## src/rtl/clk_en_gen.sv

```systemverilog
// clk_en_gen: NCH clock-enable channels with programmable divide/phase and a realignment FSM.
// Define CLK_EN_GEN_DUTY_EN to add the clk_div_out divided square-wave outputs.
module clk_en_gen #(
  parameter int NCH     = 4,
  parameter int DIVW    = 8,
  parameter int DEF_DIV = 8,
  localparam int CHW    = (NCH > 1) ? $clog2(NCH) : 1
) (
  input  logic            clkin,
  input  logic            rst_n,
  input  logic            cfg_valid,
  output logic            cfg_ready,
  input  logic [CHW-1:0]  cfg_ch,
  input  logic [DIVW-1:0] cfg_div,
  input  logic [DIVW-1:0] cfg_phase,
  input  logic            sync,
  output logic [NCH-1:0]  en_out,
  output logic            locked
`ifdef CLK_EN_GEN_DUTY_EN
  ,
  output logic [NCH-1:0]  clk_div_out
`endif
);

  localparam logic [1:0]      IDLE   = 2'd0;
  localparam logic [1:0]      LOAD   = 2'd1;
  localparam logic [1:0]      ALIGN  = 2'd2;
  localparam logic [1:0]      SETTLE = 2'd3;
  localparam logic [DIVW-1:0] ONE    = DIVW'(1);
  localparam logic [CHW:0]    NCH_W  = (CHW+1)'(NCH);

  logic [1:0]      state_q, state_d;
  logic [CHW-1:0]  ch_q, ch_d;
  logic [DIVW-1:0] cdiv_q, cdiv_d, cphase_q, cphase_d;
  logic [DIVW-1:0] div_q [NCH];
  logic [DIVW-1:0] div_d [NCH];
  logic [DIVW-1:0] phase_q [NCH];
  logic [DIVW-1:0] phase_d [NCH];
  logic [DIVW-1:0] cnt_q [NCH];
  logic [DIVW-1:0] cnt_d [NCH];
  logic [DIVW-1:0] deff_s [NCH];
  logic [DIVW-1:0] eph_s [NCH];
  logic [NCH-1:0]  last_s, en_out_q, en_out_d;
  logic            locked_q, locked_d, cfg_ready_q, cfg_ready_d;
  logic            clr_s, wrap_sel_s;

  // Effective divide (0/1 act as 1), clamped phase and last-count detect per channel.
  always_comb begin
    last_s = '0;
    for (int i = 0; i < NCH; i++) begin
      deff_s[i] = (div_q[i] <= ONE) ? ONE : div_q[i];
      eph_s[i]  = (phase_q[i] < deff_s[i]) ? phase_q[i] : deff_s[i] - ONE;
      last_s[i] = (cnt_q[i] >= deff_s[i] - ONE);
    end
  end

  // Counter advance, realignment clear and enable decode.
  always_comb begin
    clr_s    = (state_q == ALIGN) || ((state_q == IDLE) && sync && !cfg_valid);
    en_out_d = '0;
    for (int i = 0; i < NCH; i++) begin
      if (clr_s || last_s[i]) begin
        cnt_d[i] = '0;
      end else begin
        cnt_d[i] = cnt_q[i] + ONE;
      end
      en_out_d[i] = (cnt_q[i] == eph_s[i]);
    end
  end

  // Control FSM: accept a request, write it, realign, then wait for the captured channel to wrap.
  always_comb begin
    state_d    = state_q;
    ch_d       = ch_q;
    cdiv_d     = cdiv_q;
    cphase_d   = cphase_q;
    locked_d   = locked_q;
    div_d      = div_q;
    phase_d    = phase_q;
    wrap_sel_s = 1'b0;
    for (int i = 0; i < NCH; i++) begin
      if (ch_q == i[CHW-1:0]) begin
        wrap_sel_s = last_s[i];
      end else begin
        wrap_sel_s = wrap_sel_s;
      end
    end
    case (state_q)
      IDLE: begin
        // Out-of-range channels complete the handshake but are dropped here.
        if (cfg_valid && ({1'b0, cfg_ch} < NCH_W)) begin
          state_d  = LOAD;
          ch_d     = cfg_ch;
          cdiv_d   = cfg_div;
          cphase_d = cfg_phase;
        end else begin
          state_d  = IDLE;
        end
      end
      LOAD: begin
        for (int i = 0; i < NCH; i++) begin
          if (ch_q == i[CHW-1:0]) begin
            div_d[i]   = cdiv_q;
            phase_d[i] = cphase_q;
          end else begin
            div_d[i]   = div_q[i];
            phase_d[i] = phase_q[i];
          end
        end
        locked_d = 1'b0;
        state_d  = ALIGN;
      end
      ALIGN: begin
        state_d = SETTLE;
      end
      SETTLE: begin
        if (wrap_sel_s) begin
          locked_d = 1'b1;
          state_d  = IDLE;
        end else begin
          state_d  = SETTLE;
        end
      end
      default: begin
        state_d = ALIGN;
      end
    endcase
    cfg_ready_d = (state_d == IDLE);
  end

  // State, configuration and output registers.
  always_ff @(posedge clkin or negedge rst_n) begin
    if (!rst_n) begin
      state_q     <= ALIGN;
      ch_q        <= '0;
      cdiv_q      <= '0;
      cphase_q    <= '0;
      en_out_q    <= '0;
      locked_q    <= 1'b0;
      cfg_ready_q <= 1'b0;
      for (int i = 0; i < NCH; i++) begin
        div_q[i]   <= DIVW'(DEF_DIV);
        phase_q[i] <= '0;
        cnt_q[i]   <= '0;
      end
    end else begin
      state_q     <= state_d;
      ch_q        <= ch_d;
      cdiv_q      <= cdiv_d;
      cphase_q    <= cphase_d;
      en_out_q    <= en_out_d;
      locked_q    <= locked_d;
      cfg_ready_q <= cfg_ready_d;
      div_q       <= div_d;
      phase_q     <= phase_d;
      cnt_q       <= cnt_d;
    end
  end

  assign en_out    = en_out_q;
  assign locked    = locked_q;
  assign cfg_ready = cfg_ready_q;

`ifdef CLK_EN_GEN_DUTY_EN
  logic [NCH-1:0] clk_div_q, clk_div_d;

  // Square wave high for the first floor(div/2) counts of each period; off when div <= 1.
  always_comb begin
    clk_div_d = '0;
    for (int i = 0; i < NCH; i++) begin
      clk_div_d[i] = (div_q[i] > ONE) && (cnt_q[i] < (div_q[i] >> 1));
    end
  end

  // Divided clock register.
  always_ff @(posedge clkin or negedge rst_n) begin
    if (!rst_n) begin
      clk_div_q <= '0;
    end else begin
      clk_div_q <= clk_div_d;
    end
  end

  assign clk_div_out = clk_div_q;
`endif

endmodule
```

## config.mk

```make
export PLATFORM = sky130hd
export DESIGN_NAME = clk_en_gen
export DESIGN_NICKNAME = d
export VERILOG_FILES = /design/src/rtl/clk_en_gen.sv
export SDC_FILE = /design/constraint.sdc
export NUM_CORES = 1
export LEC_CHECK = 0
export CAP_MARGIN = 10
export CORE_MARGIN = 2
export CORE_UTILIZATION = 25
export CTS_BUF_LIST = sky130_fd_sc_hd__clkbuf_8
export DETAILED_ROUTE_END_ITERATION = 6
export GPL_TIMING_DRIVEN = 0
export PLACE_DENSITY_LB_ADDON = 0.05
export SYNTH_ARGS = -nofsm -noshare
export SYNTH_HDL_FRONTEND = slang
export SYNTH_SLANG_ARGS = --single-unit
export TNS_END_PERCENT = 10
```

## constraint.sdc

```tcl
create_clock -name clkin -period 4.44 [get_ports clkin]
set_input_delay 0.888 -clock clkin [delete_from_list [all_inputs] [get_ports clkin]]
set_output_delay 0.888 -clock clkin [all_outputs]
set_load 0.01 [all_outputs]
```

# Word level (Yosys, flattened, before mapping)
# Index checks and enable logic that the tools add are counted.
# word_totals
reg_bits	122
in_bits	22
wordCells	89
# classes
add_sub_neg	8
order_cmp	12
n_eq_ne	11
n_mux	21
n_reduce_logical	18
# ops
cell	count
8-bit 2-to-1 mux	12
8-bit by 1-bit adder with 8-bit output (second input constant)	4
8-bit equality test	4
8-bit greater-or-equal comparator	4
8-bit by 1-bit less-or-equal comparator with 1-bit output (second input constant)	4
8-bit less-than comparator	4
8-bit by 1-bit subtractor with 8-bit output (second input constant)	4
2-bit AND reduction	6
2-bit equality test (second input constant)	4
2-bit one-hot mux with 4 select lines	1
2-bit logical NOT	3
1-bit 2-to-1 mux	6
1-bit logical OR	5
2-bit by 1-bit equality test with 1-bit output (second input constant)	2
1-bit logical AND	2
2-bit 2-to-1 mux	1
2-bit inequality test (second input constant)	1
1-bit one-hot mux with 2 select lines	1
2-bit nonzero test	1
1-bit logical NOT	1

# Logic depth before layout (Yosys ltp)
# logic_depth
depth_word	11
depth_mapped	12
depth_no_buf	12

# Worst setup path after synthesis
# OpenSTA, ideal clock, no wires.
# synth_timing
path_type	flip-flop to flip-flop
from	register div_q[19] (netlist name)
to	register state_q[1]
setup_time_ns	0.061
arrival_time_ns	3.586
setup_slack_ns	0.793
path_stages_with_launch	13
path_buffers	0
period_less_slack_ns	3.647
path_cell_list	dfstp_2 -> nor3_1 -> a21oi_1 -> ha_1 -> or3b_2 -> nor3_1 -> xnor2_1 -> ha_1 -> and3_1 -> a221o_1 -> o21a_1 -> o311ai_0 -> a31o_2
# synth_between
elab_chain_len	9
# synth_lines
item	line	text
from (decl)	35	logic [DIVW-1:0] div_q [NCH];
from (signal, indexed assignment)	142	div_q[i] <= DIVW'(DEF_DIV);
from (signal assigned)	154	div_q <= div_d;
8-bit by 1-bit less-or-equal comparator with 1-bit output	51	deff_s[i] = (div_q[i] <= ONE) ? ONE : div_q[i];
8-bit 2-to-1 mux *	51	
8-bit by 1-bit subtractor with 8-bit output *	53	last_s[i] = (cnt_q[i] >= deff_s[i] - ONE);
8-bit greater-or-equal comparator *	53	
1-bit 2-to-1 mux * (3 in a row)	82	if (ch_q == i[CHW-1:0]) begin
2-bit 2-to-1 mux *	117	if (wrap_sel_s) begin
2-bit one-hot mux with 4 select lines *	88	case (state_q)
via state_d[1]	32	logic [1:0] state_q, state_d;
to (signal assigned)	147	state_q <= state_d;
to (decl)	32	
# The timed path passes the listed nets; every way through them passes the cells marked *.
# A chain may end at the register's enable or synchronous reset.

# Worst setup path in the final report
# layout_timing
from	register div_q[21] (netlist name)
to	register cfg_ready_q, in the netlist cfg_ready
# layout_between
elab_chain_len	10
# layout_lines
item	line	text
8-bit by 1-bit less-or-equal comparator with 1-bit output	51	
8-bit 2-to-1 mux *	51	
8-bit by 1-bit subtractor with 8-bit output *	53	
8-bit greater-or-equal comparator *	53	
1-bit 2-to-1 mux * (3 in a row)	82	
2-bit 2-to-1 mux *	117	
2-bit one-hot mux with 4 select lines *	88	
2-bit logical NOT *	128	cfg_ready_d = (state_d == IDLE);
via cfg_ready_d	44	logic locked_q, locked_d, cfg_ready_q, cfg_ready_d;
to (signal assigned)	153	cfg_ready_q <= cfg_ready_d;
to (decl)	44	
# Marked as above.

==> flow_summary.toml <==
[outcome]
status = "complete, no violations"

[floorplan]
die_x_um = 180
core_area_um2 = 30500
ioPinCount = 28
die-area_um2 = 32400
start_util_pct = 25.4
die_y_um = 180
rows = 64

[synthesis]
yosys_warnings = 0
synth-main-ff-cell = "dfrtp_1"
synth_cell_types = 72
synth_area_leader_cell = "dfrtp_1"
syn_avg_cell_area_um2 = 9.84
async_flop_share_pct = 100
ys_ff_latch = 122
synth_edf_count = 0
synthTopCellsByCount = "117 x dfrtp_1, 68 x ha_1, 55 x mux2_2, 55 x nor2_1, 50 x nand2_1"
yosysMostFrequentCell = "dfrtp_1"
synth_area_leaders = "dfrtp_1 38%, ha_1 11%, mux2_2 8.0%, xnor2_1 3.6%, o21ai_0 2.9%"
netlist_area_um2 = 7740
ys_seq_area_share_pct = 39.5
syn_nets = 876
synth_top_area_share_pct = 37.8
syn-instance-count = 786

[pwr]
power.density_nw_per_um2 = 829
pwr-share-seq_pct = 30.9
sw_frac_of_total_pct = 46.2
p_sw_mw = 3.42
combPwrFrac_pct = 55.1
leakagePower_nw = 3.90
vdd.ir_drop.worst_v = 0.000249
p_int_mw = 3.98
p_clk_share_pct = 14.0

[min_path]
hold_class = "in2async"

[timing]
setup_tns_ns = 0
hold_viol = 0
min_period_ns = 4.17
period_share_pct = 93.8
fin_ws_ns = 0.273
slew_headroom_pct = 38.8
finClkSkew_ns = 0.0180
setup_viol = 0
slew_violations = 0
tightestPinTransition_ns = 0.895
rsz0062_at_grt = "false"
hold-worst-slack_ns = 0.406
max_freq_ghz = 0.240

[run]
maxCapViolations = 0

[clock_tree]
numCtsBuffers = 17
clock_path_buffers = 2
cts_tree = "yes"
ctsRootBufferMaster = "clkbuf_8"
cts.sinks = 122
cts_setup_buffers = 0
htree_levels = 4
clk_latency_ns = 0.45
clk_pin_slew_ns = 0.09

[setup_path]
r2r_setup_slack_ns = 0.27
r2r_cells = 12
path_class = "reg2reg"
critPathLaunchType = "flip-flop"
arrival_ns = 4.47
worstSetupEndpointType = "flip-flop"
cp.required_ns = 4.75
crit_path_max_fanout = 6

[cells_and_area]
final_cells = 1244
antenna_cells = 0
syn_to_final_growth_pct = 15.5
drive_gt1_share_pct = 13.4
nets = 925

[place]
dp_hpwl_um = 16700
post-place-ws_ns = 0.0270
place_congestion = 0.789
portBuffers = 27
dp.cells = 1211

[routing]
drc = 0
first_iter_violations = 342
final_antenna_net_count = 0
drt-total-wl_um = 22100
vias = 6001
routed_via_density = 4.82
dr.pass1.iters = 4
wl_per_cell_um = 17.8

[global_routing]
track_usage_pct = 14.2
grt_overflow = 0
antenna_found_initial = 1
grt_pass1_vias = 6181
grt_max_degree = 64
grt_pass1_wl_um = 35900
metal layers:
layer,track usage (%),part of all wire (%)
met2,22.5,45
met4,4.49,2.1
met5,0,0
met1,19.6,51
met3,2.57,2.3
through the flow:
stage	util [%]	cell area [µm²]	power [mW]
after floorplan	-	7740	5.14
after CTS	29.3	8930	7.53
after global placement	27.9	8500	6.38
after global routing	29.3	8940	8.18
final	29.3	8940	7.40
after detailed placement	28.0	8540	6.43
worst paths after layout:
path | start | to
max | div_q[21] | cfg_ready
min | rst_n | cnt_q[2]
max reg2reg | div_q[21] | cfg_ready
min reg2reg | cnt_q[0] | cnt_q[0]
max in group asynchronous | rst_n | div_q[19]
min in group clkin | cnt_q[0] | cnt_q[0]
power by group through the flow:
stage / Clock (mW) / Sequential [mW] / Combinational (mW)
2_1_floorplan: 0 / 1.99 / 3.15
3_3_place_gp: 0 / 2.32 / 4.05
3_5_place_dp: 0 / 2.33 / 4.10
4_1_cts: 1.09 / 2.31 / 4.13
5_1_grt: 1.13 / 2.39 / 4.66
6_report: 1.04 / 2.29 / 4.08
worst max-delay path: stages (launching register included):
cell	delay [ns]
dfrtp_1	0.55
nor4_2	0.14
a21oi_1	0.38
ha_1	0.26
or3b_2	0.50
nor3_1	0.20
xnor2_1	0.20
ha_1	0.29
and3_1	0.19
a221o_1	0.36
o21a_1	0.25
o311ai_1	0.54
a31oi_1	0.17
layout make-up:
type | instances | area, µm²
Fill cell | 3207 | 21600
Clock buffer | 18 | 248
Inverter | 49 | 184
Timing Repair Buffer | 30 | 312
Sequential cell | 122 | 3060
Tap cell | 396 | 495
Buffer | 17 | 63.8
Multi-Input combinational cell | 598 | 4430
Clock inverter | 14 | 145
registers in the layout (all words and copies together), names as in the netlist:
| signal | cells |
|---|---|
| cdiv_q | 8 |
| cfg_ready | 1 |
| cnt_q | 32 |
| phase_q | 32 |
| en_out | 4 |
| locked | 1 |
| ch_q | 2 |
| div_q | 32 |
| state_q | 2 |
| cphase_q | 8 |
cells by family after synthesis:
logic type	count (synthesis)	share of synthesized area (%)
multiplexers	60	8.81
AND/OR/NAND/NOR	254	17.2
XOR/XNOR	49	5.55
AO/OA/AOI/OAI	167	14.7
buffers and inverters	66	3.20
adder cells (fa/ha/maj)	68	11.0
flip-flops	122	39.5
layout by cell type, fill, tap and decap left out, drive strengths merged, types with 6 or more instances in the layout:
cell,instances
clkdlybuf4s50,26
o21a,12
ha,68
and2,8
o211ai,7
or3,9
clkbuf,36
a21oi,26
clkinv,7
nand2b,12
mux2,55
nor2,55
nand3,29
nor4,7
xnor2,32
nand2,50
xor2,17
inv,54
a21o,19
o21ai,47
nor3,27
or2,6
dfrtp,117
o22ai,6
and3,18
nor2b,11
repair_timing:
action	in CTS	in global routing
hold endpoints to repair	0	0
gates resized for setup	0	1
hold buffers	0	0
endpoints found under the setup margin	0	4
No activity file was read; power rests on OpenSTA's default activity.
